===== config.mk =====
export PLATFORM = sky130hd
export DESIGN_NAME = ror_sched
export DESIGN_NICKNAME = d
export VERILOG_FILES = /design/src/rtl/ror_sched.sv
export SDC_FILE = /design/constraint.sdc
export NUM_CORES = 1
export LEC_CHECK = 0
export ABC_CLOCK_PERIOD_IN_PS = 3050
export CORE_MARGIN = 8
export CORE_UTILIZATION = 43
export DETAILED_ROUTE_END_ITERATION = 8
export GPL_TIMING_DRIVEN = 0
export HOLD_SLACK_MARGIN = 0.02
export PLACE_DENSITY = 0.83
export SLEW_MARGIN = 25
export SYNTH_ARGS = -nofsm -noshare
export SYNTH_HDL_FRONTEND = slang
export SYNTH_SLANG_ARGS = --single-unit
export TNS_END_PERCENT = 1

===== constraint.sdc =====
create_clock -name clk -period 3.05 [get_ports clk]
set_input_delay 0.61 -clock clk [delete_from_list [all_inputs] [get_ports clk]]
set_output_delay 0.61 -clock clk [all_outputs]
set_load 0.1 [all_outputs]

===== src/rtl/ror_sched.sv =====
// ror_sched: round-robin scheduler that drives a shared 4-bit rotate-right unit, up to 3 positions per cycle.
// Define ROR_SCHED_FAST_MOD_EN to latch only amt mod 4 at accept, so each job takes at most one RUN cycle.
module ror_sched #(
    parameter int AMT_W = 8
) (
    input  logic             clk,
    input  logic             rst,
    input  logic             req0_valid,
    output logic             req0_ready,
    input  logic [3:0]       req0_data,
    input  logic [AMT_W-1:0] req0_amt,
    input  logic             req1_valid,
    output logic             req1_ready,
    input  logic [3:0]       req1_data,
    input  logic [AMT_W-1:0] req1_amt,
    output logic [3:0]       ror_in,
    output logic             ror_k1,
    output logic             ror_k2,
    input  logic [3:0]       ror_out,
    output logic             rsp_valid,
    input  logic             rsp_ready,
    output logic [3:0]       rsp_data,
    output logic             rsp_id,
    output logic             busy
);
    typedef enum logic [1:0] {IDLE, RUN, DONE} state_t;

    state_t           state_q;
    logic [3:0]       work_q;
    logic [AMT_W-1:0] rem_q, rem_d, amt_d;
    logic             id_q, rr_q, grant0, grant1;
    logic [1:0]       step;

    always_comb begin
        grant0 = req0_valid & (!req1_valid | !rr_q);
        grant1 = req1_valid & (!req0_valid | rr_q);
        step   = (rem_q > AMT_W'(3)) ? 2'd3 : rem_q[1:0];
        rem_d  = rem_q - AMT_W'(step);
`ifdef ROR_SCHED_FAST_MOD_EN
        // A full turn of a 4-bit word is the identity, so only amt mod 4 matters.
        amt_d  = (grant1 ? req1_amt : req0_amt) & AMT_W'(3);
`else
        amt_d  = grant1 ? req1_amt : req0_amt;
`endif
    end

    assign req0_ready         = (state_q == IDLE) & grant0;
    assign req1_ready         = (state_q == IDLE) & grant1;
    assign ror_in             = work_q;
    assign {ror_k1, ror_k2}   = (state_q == RUN) ? step : 2'b00;
    assign rsp_valid          = state_q == DONE;
    assign rsp_data           = work_q;
    assign rsp_id             = id_q;
    assign busy               = state_q != IDLE;

    always_ff @(posedge clk) begin
        if (rst) begin
            state_q <= IDLE;
            work_q  <= '0;
            rem_q   <= '0;
            id_q    <= 1'b0;
            rr_q    <= 1'b0;
        end else begin
            case (state_q)
                IDLE: if (grant0 | grant1) begin
                    work_q  <= grant1 ? req1_data : req0_data;
                    rem_q   <= amt_d;
                    id_q    <= grant1;
                    state_q <= (amt_d == '0) ? DONE : RUN;
                end
                RUN: begin
                    work_q <= ror_out;
                    rem_q  <= rem_d;
                    if (rem_d == '0) state_q <= DONE;
                end
                DONE: if (rsp_ready) begin
                    state_q <= IDLE;
                    rr_q    <= ~id_q;
                end
                default: state_q <= IDLE;
            endcase
        end
    end
endmodule


==> Yosys cells after proc, flatten, opt, wreduce, memory -nomap -nowiden <==
Cells that the tools add are included.
{ "word_totals": {"word_cells": 45, "inputBits": 33, "latchBits": 0, "mem_bits_rw": 0, "ff_bits": 16, "mem_bits_ro": 0, "n_memories": 0, "output_inout_bits": 15} }
{ "classes": {"eq_ne": 5, "muxes": 13, "multipliers": 0, "n_reduce_logical": 12, "n_bitwise": 8, "n_div": 0, "n_shift": 0, "magnitude_cmp": 1, "add_sub_neg": 1} }
{ "op_table": {"columns": ["operator", "n"], "rows": [
  ["$logic_not A8 Y1", 2],
  ["$mux W8", 2],
  ["$pmux W8 S2", 1],
  ["$mux W2", 6],
  ["$gt A8 B2 Y1 const B", 1],
  ["$mux W4", 2],
  ["$pmux W4 S2", 1],
  ["$sub A8 B2 Y8", 1],
  ["$ne A2 B1 Y1 const B", 3],
  ["$pmux W2 S3", 1],
  ["$reduce_and A2 Y1", 3],
  ["$and A1 B1 Y1", 4],
  ["$reduce_bool A2 Y1", 2],
  ["$logic_not A1 Y1", 3],
  ["$or A1 B1 Y1", 3],
  ["$reduce_and A3 Y1", 1],
  ["$eq A2 B1 Y1 const B", 1],
  ["$eq A2 B2 Y1 const B", 1],
  ["$logic_not A2 Y1", 1],
  ["$not A1 Y1", 1]
]} }

==> Logic depth before layout (Yosys ltp) <==
Gate-level depths: netlist of run 1.
{ "depth": {"ltp_word": 8, "ltp_mapped": 11, "mapped_depth_nobuf": 9} }

==> Least setup slack after synthesis of run 1 <==
No wires, ideal clock.
{ "synth_path": {"path_kind": "register to output", "startpoint": "reg state_q[0]", "endpoint": "out req1_ready", "t_required_ns": 2.440, "arrival_time_ns": 2.320, "path_slack_ns": 0.120, "stages_incl_launch_ff": 4, "path_buffers": 0, "cell_sequence": "dfxtp_1 -> nor2_1 -> inv_1 -> nor2_1"} }
{ "synth_via": {"elab_chain_cells": 2} }
{ "synth_lines": {"columns": ["item", "line_no", "source"], "rows": [
  ["start, declared", "28", "state_t state_q;"],
  ["start signal, assigned", "69", "state_q <= (amt_d == '0) ? DONE : RUN;"],
  ["$logic_not A2 Y1", "48", "assign req1_ready = (state_q == IDLE) & grant1;"],
  ["$and A1 B1 Y1", "48", null],
  ["end, declared", "13", "output logic req1_ready,"]
]} }
Every way passes these cells.

==> Final worst setup path of run 1 <==
{ "layout_path": {"startpoint": "reg state_q[0]", "endpoint": "out rsp_valid"} }
{ "layout_via": {"elab_chain_cells": 1} }
{ "layout_lines": {"columns": ["item", "line_no", "source"], "rows": [
  ["$eq A2 B2 Y1", "51", "assign rsp_valid = state_q == DONE;"],
  ["end, declared", "20", "output logic rsp_valid,"]
]} }
Every way passes these cells.

==> results.md, run 1 <==
* Reg2reg setup slack at 0.35 ns
* Number of vias per cell at 5.56
* Clk slew on worst S/H paths at 0.11 ns
* CTS Sinks at 16
* PortBufs at 46
* Initial Util at 44.2%
* CP startpoint kind: flop
* Routed WL at 3850 µm
* Setup bufs post-CTS at 0
* Syn avg cell area at 7.76 µm²
* GP Congestion at 0.900
* Number of flops mapped to enable cells by yosys at 0
* H-tree depth at 1
* Power per cell area at 973 nW/µm²
* CORE AREA at ~2700 µm²
* Min Tclk post-route at 2.92 ns
* Die X at 68.6 µm
* Cell depth of the worst flop-to-flop path at 10
* DRT antenna net count at 0
* Yosys cell types at 44
* DRT iter0 DRCs at 93
* Setup ws final at around 0.13 ns
* Cts repair resizes at 6
* Commonest non-fill, non-tap cell in the layout: clkdlybuf4s50_1
* Worst slew margin at 32.4%
* Top Ports at 48
* Routed len/inst at 16.5 µm
* CP max FO at 10
* CP max stage delay at 0.97 ns
* Ys Warns at 0
* Largest net degree at the start of global routing at 11
* Most frequent cells in the layout: 42 x clkdlybuf4s50_1, 16 x a21oi_1, 16 x dfxtp_1
* Mapped Nets at 187
* Metal3 WL at just under 200 µm
* Fmax achieved at 342 MHz
* GR Util All Layers at between 10% and 20%
* Crit. End Element: primary output
* Clock latency on the worst-skew pair at 0.29 ns
* Uppermost layer routed: met4
* Row Count at 19
* Routed length on met2 at 1900 µm
* CP max stage cell: clkdlybuf4s50_1
* Layout cells sized above 1 at 11.9%
* HP Class: flop to flop
* Gr ovfl total at 0
* RSZ-0062 raised after global routing: false
* Die Span Y at slightly below 70 µm
* Vias in the first global route at 1302
* Async S/R FF share, synth at 0%
* Pre-Repair DR Iteration Count at 4
* Die area at 4700 µm²
* Diodes inserted at 0
* Clock Skews at around 0.013 ns
* Hold_ws at 0.483 ns
* DRC errors left at 0
* WS Path Type: flop to primary output
* Clock buffer count from CTS at 3
* Post-CTS Hold Buffers at 0
* Clock Path Buffers at 2
* WL met1 at 1720 µm
* Vias at 1296
* First-pass GRT wire length at ~6000 µm
* DP Worst Slack at -0.469 ns
* Critical-path cell list: clkinv_1 > nand2_1 > inv_1 > clkdlybuf4s50_1
* Synth Flop Type: dfxtp_1
* WHS Path Cells at 2
* Nets at roughly 240
* CP arrival at 2.31 ns
* Final worst path period share at 95.8%
* Peak supply drop at 936 µV
* Final Max Slew Viols at 0
* Root Driver: clkbuf_4
* Status: completed
* Final setup violation count at 0
* Area grow syn2layout at 43.7%
* Antenna violations before repair at 0
* Lkg Pwr at approximately 0.00068 µW
* Post-synthesis sequential area ratio at a little over a quarter
* WP data required at 2.44 ns
* Register bit total from synthesis at 16
* CTS tree: yes
* Worst Max-Slew Pin Slew at 1.01 ns
* Mapped cell area at 1190 µm²
* Max Cap Viol at 0
* DP Wirelength at 3090 µm
* Syn Inst Count at roughly 150
* Final hold vios at 0
## path summary, 6_finish.rpt
kind,to,from
worst min register to register,ror_in[0],ror_in[0]
worst max register to register,state_q[0],rem_q[6]
worst max-delay path,rsp_valid,state_q[0]
worst min-delay path,ror_in[0],ror_in[0]
## where the power goes
part	switching (µW)	internal, µW	total, µW
registers	86.8	274	360
clock network	70.6	45.9	117
logic	809	375	1180
## registers in the layout (all words and copies together) (netlist names)
register  cells
state_q       2
rr_q          1
rem_q         8
ror_in        4
rsp_id        1
## cells in the mapped netlist (2+ instances only)
library cell,instances,area (µm²)
a21oi_1,16,80.1
dfxtp_1,16,320
nand2_1,14,52.6
nor2_1,13,48.8
clkbuf_1,7,26.3
mux2_2,7,78.8
nor3_1,6,30.0
o21ai_0,6,30.0
inv_1,5,18.8
o221ai_1,5,43.8
buf_4,4,30.0
mux2i_1,4,40.0
a211oi_1,3,22.5
nand2b_1,3,18.8
o211ai_1,3,22.5
or4_1,3,22.5
a211o_1,2,17.5
a221o_1,2,20.0
a31oi_1,2,12.5
and2_1,2,12.5
buf_2,2,10.0
nand3_1,2,10.0
nor2b_1,2,12.5
nor3b_1,2,15.0
nor4_1,2,12.5
o21ai_1,2,10.0
## area by class of cell
class | instances | area, µm²
multi-input combinational | 117 | 773
clock buffer | 3 | 22.5
buffer | 14 | 77.6
fill | 252 | 980
sequential | 16 | 320
tap | 31 | 38.8
inverter | 6 | 22.5
timing repair buffer | 46 | 452
## kinds of logic (layout without fill, tap and decap cells)
| logic type | Yosys count | count (layout) | share of synthesized area [%] |
|---|---|---|---|
| buf+inv | 20 | 69 | 8.43 |
| flops | 16 | 16 | 27.0 |
| compound gates | 51 | 51 | 30.3 |
| xor+xnor | 1 | 1 | 0.738 |
| simple gates | 53 | 53 | 22.4 |
| mux | 11 | 11 | 10.0 |
| fa+ha+maj | 1 | 1 | 1.05 |
## metrics by stage
step | power [µW] | cells | instance area, µm² | utilization (%) | setup TNS, ns
after floorplan | 1260 | 153 | 1190 | - | 0
after global placement | 1520 | 230 | 1690 | 62.8 | -0.505
after detailed placement | 1550 | 230 | 1690 | 62.8 | -0.539
after CTS | 1650 | 233 | 1710 | 63.5 | 0
after global routing | 1750 | 233 | 1710 | 63.5 | 0
final | 1660 | 233 | 1710 | 63.5 | 0
## per-layer routing
metal | global-route usage [%] | up-vias
met3 | 5.49 | 4
met1 | 19.9 | 592
met5 | 0 | -
met2 | 27.3 | 33
met4 | 3.84 | 0
li1 | - | 667
## worst max-delay path, delay by kind of cell, from the launching register on
kind          cells  cell delay, ns
buf+inv           3            1.37
flops             1            0.46
simple gates      1            0.20
(Power assumes the default switching activity.)
==> inputs of run 2 (changes only) <==
--- a/config.mk
+++ b/config.mk
@@ -10,7 +10,6 @@
 export CORE_UTILIZATION = 43
 export DETAILED_ROUTE_END_ITERATION = 8
 export GPL_TIMING_DRIVEN = 0
-export HOLD_SLACK_MARGIN = 0.02
 export PLACE_DENSITY = 0.83
 export SLEW_MARGIN = 25
 export SYNTH_ARGS = -nofsm -noshare
==> results of run 2 <==
Same layout as run 1: the final DEF is identical, and so are final timing and power.
